[src/rtl/sargantana_icache_pkg.sv]
// sargantana_icache_pkg: shared types and constants for the I-cache refill engine.
// Default geometry: 256-bit lines, 64-bit L2 beats, 64 sets, 4 ways.
package sargantana_icache_pkg;

  localparam int unsigned DEF_LINE_WIDTH = 256;
  localparam int unsigned DEF_BEAT_WIDTH = 64;
  localparam int unsigned DEF_ADDR_WIDTH = 6;
  localparam int unsigned DEF_N_WAYS     = 4;

  localparam int unsigned NBEATS = DEF_LINE_WIDTH / DEF_BEAT_WIDTH;

  typedef logic [DEF_LINE_WIDTH-1:0] line_t;
  typedef logic [DEF_BEAT_WIDTH-1:0] beat_t;
  typedef logic [DEF_ADDR_WIDTH-1:0] idx_t;

  typedef enum logic [1:0] {
    IDLE  = 2'd0,
    REQ   = 2'd1,
    FILL  = 2'd2,
    WRITE = 2'd3
  } refill_state_t;

  // Beat counter width; a single-beat line still gets a 1-bit counter.
  function automatic int unsigned cnt_width(input int unsigned nbeats);
    if (nbeats > 32'd1) begin
      return $clog2(nbeats);
    end else begin
      return 32'd1;
    end
  endfunction

endpackage

[src/rtl/sargantana_refill_linebuf.sv]
// sargantana_refill_linebuf: line assembly register. Beat k lands in
// bits [k*BEAT_WIDTH +: BEAT_WIDTH]; clr_i wipes the whole line.
module sargantana_refill_linebuf
  import sargantana_icache_pkg::*;
#(
  parameter int unsigned LINE_WIDTH = DEF_LINE_WIDTH,
  parameter int unsigned BEAT_WIDTH = DEF_BEAT_WIDTH,
  localparam int unsigned NB    = LINE_WIDTH / BEAT_WIDTH,
  localparam int unsigned CNT_W = cnt_width(NB)
) (
  input  logic                  clk_i,
  input  logic                  rst_i,
  input  logic                  clr_i,
  input  logic                  we_i,
  input  logic [CNT_W-1:0]      idx_i,
  input  logic [BEAT_WIDTH-1:0] data_i,
  output logic [LINE_WIDTH-1:0] line_o
);

  logic [LINE_WIDTH-1:0] line_q;
  logic [LINE_WIDTH-1:0] line_d;

  // Next line value: clear, write one beat slot, or hold.
  always_comb begin
    line_d = line_q;
    if (clr_i) begin
      line_d = '0;
    end else if (we_i) begin
      for (int unsigned k = 0; k < NB; k++) begin
        if (idx_i == CNT_W'(k)) begin
          line_d[k*BEAT_WIDTH +: BEAT_WIDTH] = data_i;
        end else begin
          line_d[k*BEAT_WIDTH +: BEAT_WIDTH] = line_q[k*BEAT_WIDTH +: BEAT_WIDTH];
        end
      end
    end else begin
      line_d = line_q;
    end
  end

  // Line storage register with synchronous reset.
  always_ff @(posedge clk_i) begin
    if (rst_i) begin
      line_q <= '0;
    end else begin
      line_q <= line_d;
    end
  end

  assign line_o = line_q;

endmodule

[src/rtl/sargantana_icache_refill.sv]
// sargantana_icache_refill: I-cache miss refill engine. Requests one line from
// L2, assembles the returned beats and writes the line into the victim way's
// set RAM in a single cycle. It is the sole writer of the set RAMs.
// Optional macro SARGANTANA_ICACHE_REFILL_FWD_EN adds fwd_valid_o/fwd_line_o,
// which forward the written line to fetch in the write cycle.
module sargantana_icache_refill
  import sargantana_icache_pkg::*;
#(
  parameter int unsigned LINE_WIDTH = DEF_LINE_WIDTH,
  parameter int unsigned BEAT_WIDTH = DEF_BEAT_WIDTH,
  parameter int unsigned ADDR_WIDTH = DEF_ADDR_WIDTH,
  parameter int unsigned N_WAYS     = DEF_N_WAYS
) (
  input  logic                  clk_i,
  input  logic                  rst_i,
  input  logic                  miss_i,
  input  logic [ADDR_WIDTH-1:0] miss_idx_i,
  input  logic [N_WAYS-1:0]     miss_way_i,
  input  logic                  kill_i,
  output logic                  busy_o,
  output logic                  l2_req_valid_o,
  output logic [ADDR_WIDTH-1:0] l2_req_idx_o,
  input  logic                  l2_req_ready_i,
  input  logic                  beat_valid_i,
  input  logic [BEAT_WIDTH-1:0] beat_data_i,
  input  logic                  beat_err_i,
  output logic [N_WAYS-1:0]     ram_req_o,
  output logic                  ram_we_o,
  output logic [ADDR_WIDTH-1:0] ram_addr_o,
  output logic [LINE_WIDTH-1:0] ram_data_o,
  output logic                  done_o,
`ifdef SARGANTANA_ICACHE_REFILL_FWD_EN
  output logic                  fwd_valid_o,
  output logic [LINE_WIDTH-1:0] fwd_line_o,
`endif
  output logic                  err_o
);

  localparam int unsigned NB    = LINE_WIDTH / BEAT_WIDTH;
  localparam int unsigned CNT_W = cnt_width(NB);
  localparam logic [CNT_W-1:0] LAST_BEAT = CNT_W'(NB - 32'd1);

  refill_state_t         state_q, state_d;
  logic [ADDR_WIDTH-1:0] idx_q,   idx_d;
  logic [N_WAYS-1:0]     way_q,   way_d;
  logic                  kill_q,  kill_d;
  logic                  err_q,   err_d;
  logic [CNT_W-1:0]      cnt_q,   cnt_d;

  logic                  lb_clr_s;
  logic                  lb_we_s;
  logic [LINE_WIDTH-1:0] line_s;
  logic                  wr_en_s;

  sargantana_refill_linebuf #(
    .LINE_WIDTH (LINE_WIDTH),
    .BEAT_WIDTH (BEAT_WIDTH)
  ) u_linebuf (
    .clk_i  (clk_i),
    .rst_i  (rst_i),
    .clr_i  (lb_clr_s),
    .we_i   (lb_we_s),
    .idx_i  (cnt_q),
    .data_i (beat_data_i),
    .line_o (line_s)
  );

  // Next-state logic: miss capture, L2 handshake, beat collection, write.
  always_comb begin
    state_d  = state_q;
    idx_d    = idx_q;
    way_d    = way_q;
    kill_d   = kill_q;
    err_d    = err_q;
    cnt_d    = cnt_q;
    lb_clr_s = 1'b0;
    lb_we_s  = 1'b0;
    case (state_q)
      IDLE: begin
        if (miss_i) begin
          idx_d    = miss_idx_i;
          way_d    = miss_way_i;
          kill_d   = 1'b0;
          err_d    = 1'b0;
          cnt_d    = '0;
          lb_clr_s = 1'b1;
          state_d  = REQ;
        end else begin
          state_d = IDLE;
        end
      end
      REQ: begin
        // A kill only marks the refill; the handshake must still finish.
        if (kill_i) begin
          kill_d = 1'b1;
        end else begin
          kill_d = kill_q;
        end
        if (l2_req_ready_i) begin
          state_d = FILL;
        end else begin
          state_d = REQ;
        end
      end
      FILL: begin
        if (kill_i) begin
          kill_d = 1'b1;
        end else begin
          kill_d = kill_q;
        end
        if (beat_valid_i) begin
          lb_we_s = 1'b1;
          cnt_d   = cnt_q + CNT_W'(1);
          if (beat_err_i) begin
            err_d = 1'b1;
          end else begin
            err_d = err_q;
          end
          if (cnt_q == LAST_BEAT) begin
            state_d = WRITE;
          end else begin
            state_d = FILL;
          end
        end else begin
          state_d = FILL;
        end
      end
      WRITE: begin
        if (kill_i) begin
          kill_d = 1'b1;
        end else begin
          kill_d = kill_q;
        end
        state_d = IDLE;
      end
      default: begin
        state_d = IDLE;
      end
    endcase
  end

  // State and context registers, synchronous active-high reset.
  always_ff @(posedge clk_i) begin
    if (rst_i) begin
      state_q <= IDLE;
      idx_q   <= '0;
      way_q   <= '0;
      kill_q  <= 1'b0;
      err_q   <= 1'b0;
      cnt_q   <= '0;
    end else begin
      state_q <= state_d;
      idx_q   <= idx_d;
      way_q   <= way_d;
      kill_q  <= kill_d;
      err_q   <= err_d;
      cnt_q   <= cnt_d;
    end
  end

  // Output decode; a kill in the write cycle itself still blocks the write.
  always_comb begin
    wr_en_s        = (state_q == WRITE) && !kill_q && !err_q && !kill_i;
    busy_o         = (state_q != IDLE);
    l2_req_valid_o = (state_q == REQ);
    if (state_q == REQ) begin
      l2_req_idx_o = idx_q;
    end else begin
      l2_req_idx_o = '0;
    end
    if (wr_en_s) begin
      ram_req_o  = way_q;
      ram_we_o   = 1'b1;
      ram_addr_o = idx_q;
      ram_data_o = line_s;
    end else begin
      ram_req_o  = '0;
      ram_we_o   = 1'b0;
      ram_addr_o = '0;
      ram_data_o = '0;
    end
    done_o = wr_en_s;
    err_o  = (state_q == WRITE) && err_q;
  end

`ifdef SARGANTANA_ICACHE_REFILL_FWD_EN
  // Forward the freshly written line straight to fetch.
  always_comb begin
    fwd_valid_o = wr_en_s;
    if (wr_en_s) begin
      fwd_line_o = line_s;
    end else begin
      fwd_line_o = '0;
    end
  end
`endif

endmodule

[config.mk]
export PLATFORM = sky130hd
export DESIGN_NAME = sargantana_icache_refill
export DESIGN_NICKNAME = d
export VERILOG_FILES = /design/src/rtl/sargantana_icache_pkg.sv /design/src/rtl/sargantana_refill_linebuf.sv /design/src/rtl/sargantana_icache_refill.sv
export SDC_FILE = /design/constraint.sdc
export NUM_CORES = 1
export LEC_CHECK = 0
export CAP_MARGIN = 20
export CORE_MARGIN = 2
export CORE_UTILIZATION = 50
export CTS_BUF_LIST = sky130_fd_sc_hd__clkbuf_16
export DETAILED_ROUTE_END_ITERATION = 6
export PLACE_DENSITY = 0.95
export SYNTH_ARGS = -nofsm -noshare
export SYNTH_HDL_FRONTEND = slang
export SYNTH_SLANG_ARGS = --single-unit
export TNS_END_PERCENT = 10
[constraint.sdc]
create_clock -name clk_i -period 2.3 [get_ports clk_i]
set_input_delay 0.345 -clock clk_i [delete_from_list [all_inputs] [get_ports clk_i]]
set_output_delay 0.345 -clock clk_i [all_outputs]
set_load 0.02 [all_outputs]
# After elaboration in Yosys (flattened, before gate mapping)
# Cells that the tools add are included.
[word_totals]
reg_bits = 272
output_inout_bits = 277
[op_classes]
addsub = 1
eq_ne = 10
muxes = 23
reduce_logical = 21
[ops]
columns = ["operator", "count"]
rows = [
  ["$mux W256", 1],
  ["$mux W6", 2],
  ["$reduce_and A2 Y1", 6],
  ["$mux W1", 11],
  ["$eq A2 B2 Y1 const B", 4],
  ["$mux W2", 4],
  ["$pmux W2 S4", 1],
  ["$ne A2 B2 Y1 const B", 3],
  ["$eq A2 B1 Y1 const B", 2],
  ["$logic_and A1 B1 Y1", 4],
  ["$logic_not A2 Y1", 2],
  ["$mux W4", 1],
  ["$pmux W1 S2", 2],
  ["$pmux W2 S2", 1],
  ["$reduce_and A4 Y1", 1],
  ["$reduce_bool A2 Y1", 2],
  ["$logic_not A1 Y1", 3],
  ["$reduce_and A3 Y1", 1],
  ["$reduce_or A3 Y1", 1],
  ["$add A2 B1 Y2 const B", 1],
  ["$ne A2 B1 Y1 const B", 1],
  ["$reduce_or A2 Y1", 1],
]

# Logic depth before layout (Yosys ltp)
[logic_depth]
ltp_word = 5
depth_mapped = 7
mapped_depth_nobuf = 5

# Cells and area by module
# A second synthesis with hierarchy kept.
[unflattened]
hier_cells = 1300
hier_area_um2 = 13685.6
[modules_own_cells]
columns = ["module", "n_inst", "cells_each", "area_each_um2", "seq_area_each_um2"]
rows = [
  ["sargantana_refill_linebuf", 1, 936, 11194.5, 5124.9],
  ["sargantana_icache_refill", 1, 364, 2491.1, 320.3],
]

# Least setup slack after synthesis
# No wires, ideal clock.
[synth_timing]
path_type = "register to output"
startpoint = "reg (tool-made name)"
endpoint = "out l2_req_idx_o[0]"
arrival_ps = 1366
setup_slack_ps = 589
stages_incl_launch_ff = 5
path_cell_list = "dfxtp_1 buf_2 clkbuf_1 nor2_1 and2_1"
[synth_rtl]
columns = ["element", "line", "text"]
rows = [
  ["end, declared", "sargantana_icache_refill.sv:22", "output logic [ADDR_WIDTH-1:0] l2_req_idx_o,"],
]

# Worst setup path after layout
[layout_timing]
startpoint = "reg err_q"
endpoint = "out ram_data_o[114]"
[layout_between]
elab_chain_len = 4
[layout_lines]
columns = ["element", "line", "text"]
rows = [
  ["start, declared", "sargantana_icache_refill.sv:47", "logic err_q, err_d;"],
  ["start signal, assigned", "sargantana_icache_refill.sv:156", "err_q <= err_d;"],
  ["$logic_not A1 Y1", "sargantana_icache_refill.sv:163", "wr_en_s = (state_q == WRITE) && !kill_q && !err_q && !kill_i;"],
  ["$logic_and A1 B1 Y1 (2 in series)", "sargantana_icache_refill.sv:163", ""],
  ["$mux W256", "sargantana_icache_refill.sv:171", "if (wr_en_s) begin"],
  ["end, declared", "sargantana_icache_refill.sv:30", "output logic [LINE_WIDTH-1:0] ram_data_o,"],
]
# No other way between the ends.

==> run_results.csv <==
group,metric,value,unit
run_status,status,"finished, violations left",
run_status,failed_checks,"setup timing",
global_routing,grt_max_degree,102,
synth,asyncSetResetFlopFracSynth,0,
route,drt_iter0_drc,939,
timing,worst_pin_slew,630,ps
cts,path_clk_slew,60,ps
cts,cts-hold-fix-buffers,0,
synth,synth_area_leader_cell,"dfxtp_1",
global_routing,globalRouteOverflowTotal,0,
pwr,power_density,614,nW/um2
global_routing,groute.layer.met1.usage,0.363,
run,max_cap_violations,0,
pwr,overall_power_after_layout,9.90,mW
critical_path,critical_path.max_fanout,17,
global_routing,grt.busiest_layer,"met2",
critical_path,required,1960,ps
timing,max_freq,376,MHz
floorplan,top_level_ports,358,
cts,h-tree-depth,1,
synth,synth-warning-count,0,
cts,cts_inserted_buffers,27,
route,detail-route-antenna-nets,0,
cts,root_buffer,"clkbuf_16",
timing,grt_setup_unrepaired,"true",
synth,synth-edff-count,0,
timing,setup-tns-final,-21790,ps
critical_path,cp-end-kind,"primary output",
critical_path,timing.reg2reg.setup_slack,510,ps
route,drc,0,
floorplan,die_width,155,um
hold_path,worst_hold_path.num_cells,2,
placed_design,placer_congestion,0.862,
global_routing,grtUsageTotal,0.310,
synth,yosys.cell_types.count,28,
pwr,ir_drop,0.646,mV
finish,layout-area-overhead-vs-synth,42.4,%
floorplan,placementRows,55,
floorplan,core_area,22400,um2
finish,mostFrequentLayoutCell,"nand2_1",
finish,layout.cells.non_filler,2109,
timing,slew_headroom,0.578,
global_routing,first_global_vias,11469,
finish,multiInputGateArea,5440,um2
hold_path,worstHoldStart,"miss_idx_i[3]",
cts,cts_tree,"yes",
finish,fin_nets,1890,
synth,ys_seq_area_frac,0.481,
synth,postSynthNetCount,1573,
finish,final_cell_mix,"nand2_1, dfxtp_1, a21oi_1",
route,dr.pass1.iters,6,
timing,timing.final.hold_violations,0,
cts,insertion_delay,520,ps
timing,finalWorstPathRequiredPeriod,2660,ps
floorplan,dieHeight,155,um
route,drt_wl_total,40300,um
finish,post_route_cells_drive_above_1_share,0.220,
global_routing,antenna_found_initial,0,
finish,layout.cell_area.non_filler,16100,um2
route,routed-via-count,11724,
synth,synthesis.area_per_instance,7.62,um2
timing,period_share,1.16,
placed_design,place_area,15300,um2
finish,n_fill_cell,1551,
synth,area_of_the_mapped_netlist,11300,um2
synth,synth-seq-cells,272,
cts,max-clock-path-buffers,3,
synth,synth_flop_cell,"dfxtp_1",
finish,seq_area,5450,um2
finish,num_antenna_cells,0,
placed_design,placed_cells,2047,
global_routing,grt_pass1_wl,59700,um
critical_path,startpoint_of_the_most_critical_setup_path,"err_q",
timing,report.final.setup_viol,236,
cts,cts.sinks,272,
floorplan,die-area,23900,um2
critical_path,data_arrival_time_of_the_worst_path,2310,ps
route,routed_via_density,5.56,
floorplan,initial_utilization,0.505,
global_routing,met2_usage,0.539,
placed_design,dp.final_hpwl,24800,um
placed_design,placement.io_buffers,357,
timing,post_route_worst_hold_slack,414,ps
critical_path,startpoint_type,"flip-flop",
timing,timing.final.ws_setup,-358,ps
pwr,leakage,6.59,nW
critical_path,reg2regPathDepth,5,
critical_path,critical_path_class,"reg2out",
synth,yosysTopAreaCellShare,0.481,
synth,postSynthCellCount,1488,
timing,final-max-slew-violation-count,0,
route,drt-wirelength-per-cell,19.1,um
synth,synth_area_leaders,"dfxtp_1, nand2_1, and2_1, a21oi_1, buf_2",
hold_path,class_of_the_worst_hold_path,"in2reg",
global_routing,grt_util_met3,0.0734,
timing,final.setup_skew,10.1,ps
==> synthesized netlist by cell type (2+ instances only) <==
| library cell | count |
|---|---|
| a21oi_1 | 261 |
| a22o_1 | 10 |
| a31oi_1 | 2 |
| and2_1 | 272 |
| and4b_1 | 4 |
| buf_1 | 2 |
| buf_2 | 64 |
| buf_4 | 3 |
| clkbuf_1 | 30 |
| clkbuf_2 | 21 |
| dfxtp_1 | 272 |
| ha_1 | 4 |
| inv_1 | 4 |
| nand2_1 | 516 |
| nand3b_1 | 2 |
| nand4b_1 | 4 |
| nor2_1 | 6 |
==> kinds of logic (layout without fill, tap and decap cells) <==
| group | count (synthesis) | count (layout) | synth area share |
|---|---|---|---|
| flops | 272 | 272 | 0.481 |
| mux | 1 | 1 | 0.000994 |
| simple gates | 811 | 811 | 0.337 |
| fa+ha+maj | 4 | 4 | 0.00442 |
| buf+inv | 124 | 460 | 0.0515 |
| compound gates | 276 | 276 | 0.126 |
==> sequential cells by signal, summed over array words and instances (netlist names), named ones only <==
| register | flops |
|---|---|
| way_q | 4 |
| err_q | 1 |
| kill_q | 1 |
| idx_q | 6 |
| u_linebuf.line_o | 256 |
| cnt_q | 2 |
| state_q | 1 |
==> metrics by stage <==
| step | utilization | worst slack [ps] |
|---|---|---|
| global route | 0.719 | -370 |
| detailed placement | 0.680 | -413 |
| CTS | 0.708 | -522 |
| finish | 0.719 | -358 |
| global placement | 0.680 | -372 |
| floorplan | - | 589 |
==> critical path, stage by stage, from the launching register on <==
cell and delay, ps:
dfxtp_2 350, nor4_4 400, buf_6 170, buf_12 120
buf_4 150, bufbuf_16 280, and2_1 170, buf_6 130
==> power breakdown <==
group          internal [mW]  leakage, nW  total [mW]  switching (mW)
Clock                   2.68        0.459        4.51            1.83
Sequential              4.74         2.19        4.77          0.0249
Combinational          0.258         3.94       0.628           0.370
==> final timing paths <==
check | endpoint
worst min-delay path | idx_q[3]
worst min register to register | u_linebuf.line_o[118]
worst max-delay path | ram_data_o[114]
worst max register to register | idx_q[0]
==> layer usage <==
| layer | wire length, um | part of all wire | up-vias |
|---|---|---|---|
| li1 | - | - | 5342 |
| met1 | 14900 | 0.37 | 5529 |
| met2 | 19500 | 0.48 | 720 |
| met3 | 4260 | 0.11 | 133 |
| met4 | 1650 | 0.041 | 0 |
| met5 | 0 | 0 | - |
==> area by class of cell <==
type,instances,area share
Multi-Input combinational cell,1092,0.337
Clock inverter,21,0.0134
Inverter,4,0.000930
Timing Repair Buffer,408,0.247
Clock buffer,27,0.0419
Tap cell,285,0.0221
Sequential cell,272,0.337
==> timing repair <==
item	in CTS	in global routing
pin swaps	0	2
gates resized for setup	820	466
endpoints found under the setup margin	276	276
gates cloned	3	2
buffers inserted	1	8
(Power assumes the default switching activity.)
